[config.mk]
export PLATFORM = sky130hd
export DESIGN_NAME = wb_commit
export DESIGN_NICKNAME = d
export VERILOG_FILES = /design/src/rtl/wb_commit_pkg.sv /design/src/rtl/wb_ex_prio.sv /design/src/rtl/wb_commit.sv
export SDC_FILE = /design/constraint.sdc
export NUM_CORES = 1
export LEC_CHECK = 0
export CORE_AREA = 4 4 199 201
export CTS_CLUSTER_SIZE = 14
export DETAILED_ROUTE_END_ITERATION = 8
export DIE_AREA = 0 0 203 205
export DONT_BUFFER_PORTS = 1
export PLACE_DENSITY_LB_ADDON = 0.1
export SYNTH_ARGS = -nofsm -noshare
export SYNTH_HDL_FRONTEND = slang
export SYNTH_HIERARCHICAL = 1
export SYNTH_SLANG_ARGS = --single-unit
[constraint.sdc]
create_clock -name clk -period 2.94 [get_ports clk]
set_clock_uncertainty 0.1 [all_clocks]
set_input_delay 0.882 -clock clk [delete_from_list [all_inputs] [get_ports clk]]
set_output_delay 0.882 -clock clk [all_outputs]
set_load 0.05 [all_outputs]
[src/rtl/wb_commit_pkg.sv]
// Shared constants for the writeback commit unit: exception codes, CSR bus widths
// and the bit layout of the csr_ctrl request.
package wb_commit_pkg;

    localparam int WB2CSR_LEN   = 49;
    localparam int CSR_CTRL_LEN = 80;

    localparam logic [5:0] ECODE_INT     = 6'h00;
    localparam logic [5:0] ECODE_ADE     = 6'h08;
    localparam logic [5:0] ECODE_ALE     = 6'h09;
    localparam logic [5:0] ECODE_SYS     = 6'h0B;
    localparam logic [5:0] ECODE_BRK     = 6'h0C;
    localparam logic [5:0] ECODE_INE     = 6'h0D;
    localparam logic [8:0] ESUBCODE_ADEF = 9'h000;

    // csr_ctrl = {num[13:0], re, we, wvalue[31:0], wmask[31:0]}
    localparam int CSR_WMASK_LSB  = 0;
    localparam int CSR_WVALUE_LSB = 32;
    localparam int CSR_WE_BIT     = 64;
    localparam int CSR_RE_BIT     = 65;
    localparam int CSR_NUM_LSB    = 66;

    // ex_vec = {adef, ine, sys, brk, ale}
    localparam int EX_ADEF_BIT = 4;
    localparam int EX_INE_BIT  = 3;
    localparam int EX_SYS_BIT  = 2;
    localparam int EX_BRK_BIT  = 1;
    localparam int EX_ALE_BIT  = 0;

endpackage

[src/rtl/wb_ex_prio.sv]
// Fixed-priority exception resolver: interrupt first, then ADEF, INE, SYS, BRK, ALE.
module wb_ex_prio
    import wb_commit_pkg::*;
(
    input  logic       int_i,
    input  logic [4:0] ex_vec_i,
    output logic       wb_ex_o,
    output logic [5:0] ecode_o,
    output logic [8:0] esubcode_o,
    output logic       ale_win_o
);

    always_comb begin
        wb_ex_o    = 1'b1;
        ecode_o    = 6'h00;
        esubcode_o = 9'h000;
        ale_win_o  = 1'b0;
        if (int_i) begin
            ecode_o = ECODE_INT;
        end else if (ex_vec_i[EX_ADEF_BIT]) begin
            ecode_o    = ECODE_ADE;
            esubcode_o = ESUBCODE_ADEF;
        end else if (ex_vec_i[EX_INE_BIT]) begin
            ecode_o = ECODE_INE;
        end else if (ex_vec_i[EX_SYS_BIT]) begin
            ecode_o = ECODE_SYS;
        end else if (ex_vec_i[EX_BRK_BIT]) begin
            ecode_o = ECODE_BRK;
        end else if (ex_vec_i[EX_ALE_BIT]) begin
            ecode_o   = ECODE_ALE;
            ale_win_o = 1'b1;
        end else begin
            wb_ex_o = 1'b0;
        end
    end

endmodule

[src/rtl/wb_commit.sv]
// Writeback commit stage: holds one instruction, resolves its exceptions and drives
// the CSR request, exception/ertn bus, GPR write port and pipeline flush.
module wb_commit
    import wb_commit_pkg::*;
#(
    parameter logic RESET_EPOCH = 1'b0
) (
    input  logic                    clk,
    input  logic                    reset,
    input  logic                    ms_to_ws_valid,
    output logic                    ws_allowin,
    input  logic [31:0]             ms_pc,
    input  logic [31:0]             ms_vaddr,
    input  logic                    ms_epoch,
    input  logic [4:0]              ms_ex_vec,
    input  logic                    ms_ertn,
    input  logic [CSR_CTRL_LEN-1:0] ms_csr_ctrl,
    input  logic                    ms_rf_we,
    input  logic [4:0]              ms_rf_waddr,
    input  logic [31:0]             ms_rf_wdata,
    input  logic                    has_int,
    input  logic [31:0]             csr_rvalue,
    input  logic [31:0]             ex_entry,
    input  logic [31:0]             era_pc,
    output logic [CSR_CTRL_LEN-1:0] csr_ctrl,
    output logic [WB2CSR_LEN-1:0]   CSR_in_bus,
    output logic [31:0]             wb_vaddr,
    output logic                    ws_flush,
    output logic [31:0]             ws_flush_target,
    output logic                    ws_epoch,
    output logic                    rf_we,
    output logic [4:0]              rf_waddr,
    output logic [31:0]             rf_wdata
);

    logic                    valid_q, valid_d;
    logic                    ws_epoch_q, ws_epoch_d;
    logic [31:0]             pc_q, vaddr_q, rf_wdata_q;
    logic                    epoch_q, ertn_q, rf_we_q;
    logic [4:0]              ex_vec_q, rf_waddr_q;
    logic [CSR_CTRL_LEN-1:0] csr_ctrl_q;

    logic       ws_ready_go, accept, live, commit_ok;
    logic       wb_ex, ertn_flush, ale_win;
    logic [5:0] wb_ecode;
    logic [8:0] wb_esubcode;

    assign ws_ready_go = 1'b1;
    assign ws_allowin  = !valid_q || ws_ready_go;
    assign accept      = ms_to_ws_valid && ws_allowin;
    assign valid_d     = accept;
    assign ws_epoch_d  = ws_flush ? ~ws_epoch_q : ws_epoch_q;

    always_ff @(posedge clk) begin
        if (reset) begin
            valid_q    <= 1'b0;
            ws_epoch_q <= RESET_EPOCH;
            pc_q       <= '0;
            vaddr_q    <= '0;
            epoch_q    <= 1'b0;
            ex_vec_q   <= '0;
            ertn_q     <= 1'b0;
            csr_ctrl_q <= '0;
            rf_we_q    <= 1'b0;
            rf_waddr_q <= '0;
            rf_wdata_q <= '0;
        end else begin
            valid_q    <= valid_d;
            ws_epoch_q <= ws_epoch_d;
            if (accept) begin
                pc_q       <= ms_pc;
                vaddr_q    <= ms_vaddr;
                epoch_q    <= ms_epoch;
                ex_vec_q   <= ms_ex_vec;
                ertn_q     <= ms_ertn;
                csr_ctrl_q <= ms_csr_ctrl;
                rf_we_q    <= ms_rf_we;
                rf_waddr_q <= ms_rf_waddr;
                rf_wdata_q <= ms_rf_wdata;
            end
        end
    end

    // An entry tagged with a stale epoch is a bubble: it raises nothing and writes nothing.
    assign live = valid_q && (epoch_q == ws_epoch_q);

    wb_ex_prio u_prio (
        .int_i      (live && has_int),
        .ex_vec_i   (live ? ex_vec_q : 5'b0),
        .wb_ex_o    (wb_ex),
        .ecode_o    (wb_ecode),
        .esubcode_o (wb_esubcode),
        .ale_win_o  (ale_win)
    );

    assign commit_ok  = live && !wb_ex;
    assign ertn_flush = commit_ok && ertn_q;

    always_comb begin
        csr_ctrl = '0;
        if (live) begin
            csr_ctrl             = csr_ctrl_q;
            csr_ctrl[CSR_RE_BIT] = csr_ctrl_q[CSR_RE_BIT] && commit_ok;
            csr_ctrl[CSR_WE_BIT] = csr_ctrl_q[CSR_WE_BIT] && commit_ok;
        end
    end

    assign CSR_in_bus = {ertn_flush, wb_ex, wb_ecode, wb_esubcode, pc_q};
    assign wb_vaddr   = ale_win ? vaddr_q : pc_q;

    assign rf_we    = rf_we_q && commit_ok;
    assign rf_waddr = rf_waddr_q;
    assign rf_wdata = csr_ctrl_q[CSR_RE_BIT] ? csr_rvalue : rf_wdata_q;

    always_comb begin
        ws_flush        = wb_ex || ertn_flush;
        ws_flush_target = 32'h0;
        if (wb_ex) begin
            ws_flush_target = ex_entry;
        end else if (ertn_flush) begin
            ws_flush_target = era_pc;
        end
    end

    assign ws_epoch = ws_epoch_q;

endmodule

## Yosys cells after proc, flatten, opt, wreduce, memory -nomap -nowiden

Cells that the tools add are included.

| operators by class | value |
|---|---|
| shift-type cells | 0 |
| divide/modulo/power cells | 0 |
| $mul | 0 |
| reductions and logical operators | 9 |
| bitwise gates (word level) | 1 |
| add/subtract/negate cells | 0 |
| multiplexer cells | 23 |
| order comparisons | 0 |
| eq/ne operators | 1 |

Operators with widths:

| cell | count |
|---|---|
| $mux W32 | 4 |
| $mux W80 | 1 |
| $mux W6 | 5 |
| $mux W1 | 11 |
| $logic_and A1 B1 Y1 | 7 |
| $mux W5 | 1 |
| $mux W4 | 1 |
| $eq A1 B1 Y1 | 1 |
| $logic_not A1 Y1 | 1 |
| $logic_or A1 B1 Y1 | 1 |
| $not A1 Y1 | 1 |

| word-level totals | value |
|---|---|
| memories kept | 0 |
| bits in writable memories | 0 |
| latch bits | 0 |
| logic and storage cells | 45 |
| bits in read-only memories | 0 |
| input port bits | 289 |
| output and inout bits | 234 |
| register bits | 191 |

## Depth between registers and ports, before layout

Gate-level depths: netlist of run 1.

| logic depth | value |
|---|---|
| depth after elaboration | 14 |
| gate-level depth with buffers | 10 |
| gate-level depth less buffers | 6 |

## By module

Netlist of run 1, hierarchy kept.

Modules (own cells, without submodules):

| module | times used | area an instance (um^2) | seq. area each (um^2) | cells an instance |
|---|---|---|---|---|
| wb_commit | 1 | 8,669.6 | 3,823.7 | 913 |
| wb_ex_prio | 1 | 163.9 | 0.0 | 25 |

## Least setup slack after synthesis of run 1

OpenSTA, ideal clock, no wires.

| path | value |
|---|---|
| kind | register to output |
| start point | register ws_epoch_q (netlist: ws_epoch) |
| end point | output port csr_ctrl[64] |
| cell stages (with the launch flop) | 8 |
| buffers on the path | 2 |
| arrival | 3,552 ps |
| data required time | 1,958 ps |
| slack | -1,594 ps |
| cell sequence | dfxtp_1 xnor2_1 clkbuf_1 and3_1 nor3_1 nand2_1 clkbuf_1 nor4b_1 |

| between the ends | value |
|---|---|
| longest elaborated chain between the ends | 13 |
| elaborated cells between the ends (all ways) | 14 |
| those cells by class | 1 x eq/ne; 8 x mux; 5 x reduce/logical |

Ends and longest elaborated chain:

| what | RTL line | text |
|---|---|---|
| start, declared | wb_commit.sv:37 | `logic ws_epoch_q, ws_epoch_d;` |
| start signal, assigned | wb_commit.sv:69 | `ws_epoch_q <= ws_epoch_d;` |
| $eq A1 B1 Y1 * | wb_commit.sv:85 | `assign live = valid_q && (epoch_q == ws_epoch_q);` |
| $logic_and A1 B1 Y1 * | wb_commit.sv:85 |  |
| $mux W5 | wb_commit.sv:89 | `.ex_vec_i (live ? ex_vec_q : 5'b0),` |
| $mux W1 | wb_ex_prio.sv:29 | `end else if (ex_vec_i[EX_ALE_BIT]) begin` |
| $mux W1 | wb_ex_prio.sv:27 | `end else if (ex_vec_i[EX_BRK_BIT]) begin` |
| $mux W1 | wb_ex_prio.sv:25 | `end else if (ex_vec_i[EX_SYS_BIT]) begin` |
| $mux W1 | wb_ex_prio.sv:23 | `end else if (ex_vec_i[EX_INE_BIT]) begin` |
| $mux W1 | wb_ex_prio.sv:20 | `end else if (ex_vec_i[EX_ADEF_BIT]) begin` |
| $mux W1 * | wb_ex_prio.sv:18 | `if (int_i) begin` |
| net wb_ex | wb_commit.sv:44 | `logic wb_ex, ertn_flush, ale_win;` |
| $logic_not A1 Y1 * | wb_commit.sv:96 | `assign commit_ok = live && !wb_ex;` |
| $logic_and A1 B1 Y1 * | wb_commit.sv:96 |  |
| $logic_and A1 B1 Y1 * | wb_commit.sv:104 | `csr_ctrl[CSR_WE_BIT] = csr_ctrl_q[CSR_WE_BIT] && commit_ok;` |
| $mux W80 * | wb_commit.sv:101 | `if (live) begin` |
| end, declared | wb_commit.sv:25 | `output logic [CSR_CTRL_LEN-1:0] csr_ctrl,` |

The timed path passes the listed nets; every way through them passes the cells marked *.

## Worst setup path after layout of run 1

| path | value |
|---|---|
| start point | register ws_epoch_q (netlist: ws_epoch) |
| end point | output port ws_flush_target[18] |

| between the ends | value |
|---|---|
| longest elaborated chain between the ends | 14 |
| elaborated cells between the ends (all ways) | 15 |
| those cells by class | 1 x eq/ne; 9 x mux; 5 x reduce/logical |

Ends and longest elaborated chain:

| what | RTL line | text |
|---|---|---|
| $eq A1 B1 Y1 * | wb_commit.sv:85 |  |
| $logic_and A1 B1 Y1 * | wb_commit.sv:85 |  |
| $mux W5 | wb_commit.sv:89 |  |
| $mux W1 | wb_ex_prio.sv:29 |  |
| $mux W1 | wb_ex_prio.sv:27 |  |
| $mux W1 | wb_ex_prio.sv:25 |  |
| $mux W1 | wb_ex_prio.sv:23 |  |
| $mux W1 | wb_ex_prio.sv:20 |  |
| $mux W1 | wb_ex_prio.sv:18 |  |
| $logic_not A1 Y1 | wb_commit.sv:96 |  |
| $logic_and A1 B1 Y1 | wb_commit.sv:96 |  |
| $logic_and A1 B1 Y1 | wb_commit.sv:97 | `assign ertn_flush = commit_ok && ertn_q;` |
| $mux W32 | wb_commit.sv:120 | `end else if (ertn_flush) begin` |
| $mux W32 * | wb_commit.sv:118 | `if (wb_ex) begin` |
| end, declared | wb_commit.sv:29 | `output logic [31:0] ws_flush_target,` |

Mark *: on every way between the ends. The rest lies on a longest branch, timed or not.

==> metrics list, run 1 <==
- Once detail routing completed, the nets flagged for antenna violations numbered 0.
* Row cnt: 71
- Drt first pass iters: 4
- Measured on the finished design, the core utilization comes to 0.351.
- The run finished, with violations left.
- Wirelength per Cell: 21.4 um
* Critical hold path startpoint: csr_ctrl_q[3]
- Wire length after detailed routing: 33.9 mm
- Layout cells sized above 1: 0.325
* Peak clock frequency supported by timing: 295 MHz
- Counting the fill cells in the layout gives 3,785.
- Clock network latency to the later pin of the worst-skew pair: 440 ps
* Antenna violations before repair: 4
- Of the total power, the share spent switching nets is 0.329.
- Final-report hold violation count: 0
* Data required, critical path: 1960 ps
* Clock buffer depth: 2
- Kind of cell adding the most delay to the critical path: buffers and inverters
* Number of nets in the final layout: 1,345
- 523 I/O pins were placed.
- The congestion estimate from routability-driven global placement came to 0.714.
* Worst Setup Path Type: flop to primary output
* Data arrival time at the worst-slack endpoint: 2410 ps
- For this run, the total global-route usage over all layers was measured as 0.155.
- Area overhead of the layout relative to synthesis: 49.3%
- Yosys top cell area share: 0.433
- Reg clk slew, reported paths: 70 ps
- TritonCTS created 17 clock buffers.
- At the pin with the least slew margin, the transition time is 611 ps.
* Distinct cell type count after synthesis: 28
* Via count of the first global-routing pass: 7,302
- Number of buffers added on ports: 0
- Placed insts: 1,540
- First DRT Iteration DRCs: 254
- Number of cells on the worst reg-to-reg path: 8
* Clock sink count: 191
- Clock tree from TritonCTS: yes
- The cell sitting at the root of the clock tree is a clkbuf_16.
* H-Tree Level Count: 4
* Number of buffer and inverter instances along the worst setup path: 4
* Slowest CP cell: dfxtp_4
- The final number of max-transition violations was 0.
- Crit Path Max Fanout: 10
- Routed vias/inst: 4.46
- Register bit total from synthesis: 191
- Final Instance Count excl. Fillers: 1,581
- Of the available clock period, the critical path in the final layout requires 1.15.
- Die height: 205 um
- Internal power comes to 4.91 mW.
- Leading cell types in the layout, fill and taps excluded: 192 x nor2_1, 189 x mux2i_1, 188 x dfxtp_1, 99 x buf_12, 79 x and3_1
- The core region is 37,600 sq um.
- The worst hold path passes through 2 cells.
- Placed wire-length estimate: 24.6 mm
- The routed design could run at a clock period as short as 3390 ps.
* Synthesized cell area: 8830 sq um
* Combinational group share of total power: 0.266
- The min-delay analysis places its worst path in the category flop to flop.
- End of the worst hold path: csr_ctrl_q[3]
- For this configuration, the core starts out at a cell density of 0.235.
* Synth area leaders: dfxtp_1 43%, mux2i_1 21%, nor2_1 8.2%
- Yosys printed 6 warnings.
* Wire length of the first global-routing pass: 48.9 mm
* Seq/Total Area, Yosys: 0.433
- CP cell instances: xnor2_4 > and3_4 > nor3_4 > nand2_2 > buf_4 > buf_6 > bufbuf_16 > nand2_2 > o31ai_4 > buf_12
* Area of the die: 41,600 sq um
- Top cell type by total area after synthesis: dfxtp_1
* Final total power: 7.31 mW
- The checks that failed: setup timing.
* Count of vias placed by the detailed router: 7,055
- Summed over all layers, the global routing overflow is 0.
- Part of the total power dissipated in sequential elements: 0.389
- The die is 203 um wide.
- Setup repair after global routing could not meet its margin everywhere.
- Leaving out fill and tap cells, the most frequent cell in the layout is nor2_1.
* Most common cell type on the critical path: nand2_2
* # setup viols final: 114
* Power Density: 555 nW/um^2
* Switching power: 2.40 mW
- Setup slack on the critical path of the routed design comes to -454 ps.
- The share of total power dissipated in the clock network is 0.346.
- In this run the critical register-to-register path is captured at ws_epoch.
- Normalized max-slew margin: 0.593
* Static leakage power: 5.92 nW
- In this design, the stage delay of the slowest critical-path cell is 370 ps.
- The setup check on the worst reg-to-reg path leaves a slack of 1050 ps.
- Syn Area/Cell: 9.42 sq um
- Entering global routing, the biggest net connects 192 pins.
* DRC Markers: 0
- Number of maximum-capacitance constraint violations: 0
- Timing analysis after detailed placement gives a worst setup slack of -307 ps.
* Number of cells produced by synthesis: 938
* Hold_buf cts: 0
* Element type at the critical path start: flop
* Kind of capture point of the worst setup path: primary output
- Worst reg2reg path startpoint: ws_epoch
- Worst vdd ir: 391 uV
-- kinds of logic (layout without fill, tap and decap cells) --
| family | count (synthesis) | in the layout | synth area share |
|---|---|---|---|
| xor gates and xnor gates | 2 | 2 | 0.00283 |
| DFF | 191 | 191 | 0.433 |
| and+or+nand+nor | 354 | 355 | 0.179 |
| other | 2 | 13 | 0.000850 |
| buffers and inverters | 98 | 218 | 0.0558 |
| AOI/OAI and AO/OA | 38 | 38 | 0.0324 |
| muxes | 253 | 253 | 0.296 |
-- synth_stat cells --
cell / count
a21oi_1: 1
and2_2: 1
mux2_2: 57
and4b_1: 1
xnor2_1: 1
nor3_2: 1
clkbuf_1: 45
inv_1: 1
mux2_1: 7
buf_4: 24
o31ai_1: 32
buf_2: 28
nand2_1: 65
a2111oi_0: 1
nand2b_1: 1
nor3_1: 2
o21a_1: 1
nor2b_1: 3
mux2i_1: 189
xor2_2: 1
nor2_1: 192
conb_1: 2
dfxtp_1: 191
a31o_1: 1
a211oi_1: 1
nor4b_1: 3
and3_1: 85
o31a_1: 1
-- worst max-delay path by stage --
stage          cells past startpoint                  end  slack, ps  startpoint
6_report                          10  ws_flush_target[18]       -450    ws_epoch
5_1_grt                           10  ws_flush_target[11]       -570    ws_epoch
4_1_cts                            9   ws_flush_target[9]       -510    ws_epoch
3_5_place_dp                       7  ws_flush_target[30]       -310     has_int
3_3_place_gp                       7  ws_flush_target[22]       -260     has_int
2_1_floorplan                      7  ws_flush_target[10]       -280     has_int
-- cell type report --
cell class | count | area, sq um | share of cell area
Clock buffer | 22 | 475 | 0.0361
Tap cell | 511 | 639 | 0.0485
Clock inverter | 10 | 146 | 0.0111
Antenna cell | 1 | 2.50 | 0.000190
Sequential cell | 191 | 3830 | 0.291
Inverter | 1 | 3.75 | 0.000285
Timing Repair Buffer | 185 | 2740 | 0.207
Multi-Input combinational cell | 660 | 5350 | 0.406
-- what timing repair did --
item,CTS,global route
pin swaps,13,6
gates resized for setup,39,12
setup buffers,5,2
endpoints found under the hold margin,0,0
setup endpoints to repair,150,152
cloned,3,1
-- stage by stage --
| stage | hold slack [ps] | cell area (sq um) | TNS, ps |
|---|---|---|---|
| detailed placement | 372 | 12200 | -13050 |
| floorplan | 352 | 9660 | -10630 |
| finish | 383 | 13200 | -29690 |
| CTS | 375 | 13100 | -34570 |
| global route | 372 | 13200 | -47860 |
| global placement | 364 | 12200 | -12240 |
-- worst reg2reg max path, cell delays in order (launching register included) --
cell       delay [ps]
dfxtp_4           370
xnor2_4           180
and3_4            220
nor3_4            220
nand2_2           120
buf_4             150
buf_6             120
a211oi_1          200
a2111oi_0          90
-- layer usage --
metal | routed length (um) | share of wire | track usage
met1 | 12900 | 0.38 | 0.170
met5 | 47 | 0.0014 | 0
met3 | 2780 | 0.082 | 0.0624
met4 | 458 | 0.014 | 0.0412
met2 | 17700 | 0.52 | 0.277
-- power groups by stage --
stage | clock (mW) | sequential (mW) | combinational, mW
after floorplan | 0 | 2.98 | 1.35
after detailed placement | 0 | 2.90 | 1.87
after global routing | 2.75 | 2.86 | 2.04
final | 2.53 | 2.84 | 1.94
after global placement | 0 | 2.90 | 1.86
after CTS | 2.65 | 2.84 | 1.95
-- state kept, by name, indices dropped and copies added, names as in the netlist --
signal,flops
rf_wdata_q,32
rf_we_q,1
ertn_q,1
valid_q,1
ws_epoch,1
ex_vec_q,5
rf_waddr,5
csr_ctrl_q,80
epoch_q,1
vaddr_q,32
pc_q,32
(Power assumes the default switching activity.)
==> inputs of run 2 (changes only) <==
Settings changed: SLEW_MARGIN set to 25.
==> results of run 2 <==
Same layout as run 1: the final DEF is identical, and so are final timing and power.
==> inputs of run 3 (changes only) <==
Settings changed: GPL_ROUTABILITY_DRIVEN set to 0.
==> results of run 3 <==
Same layout as run 1: the final DEF is identical, and so are final timing and power.
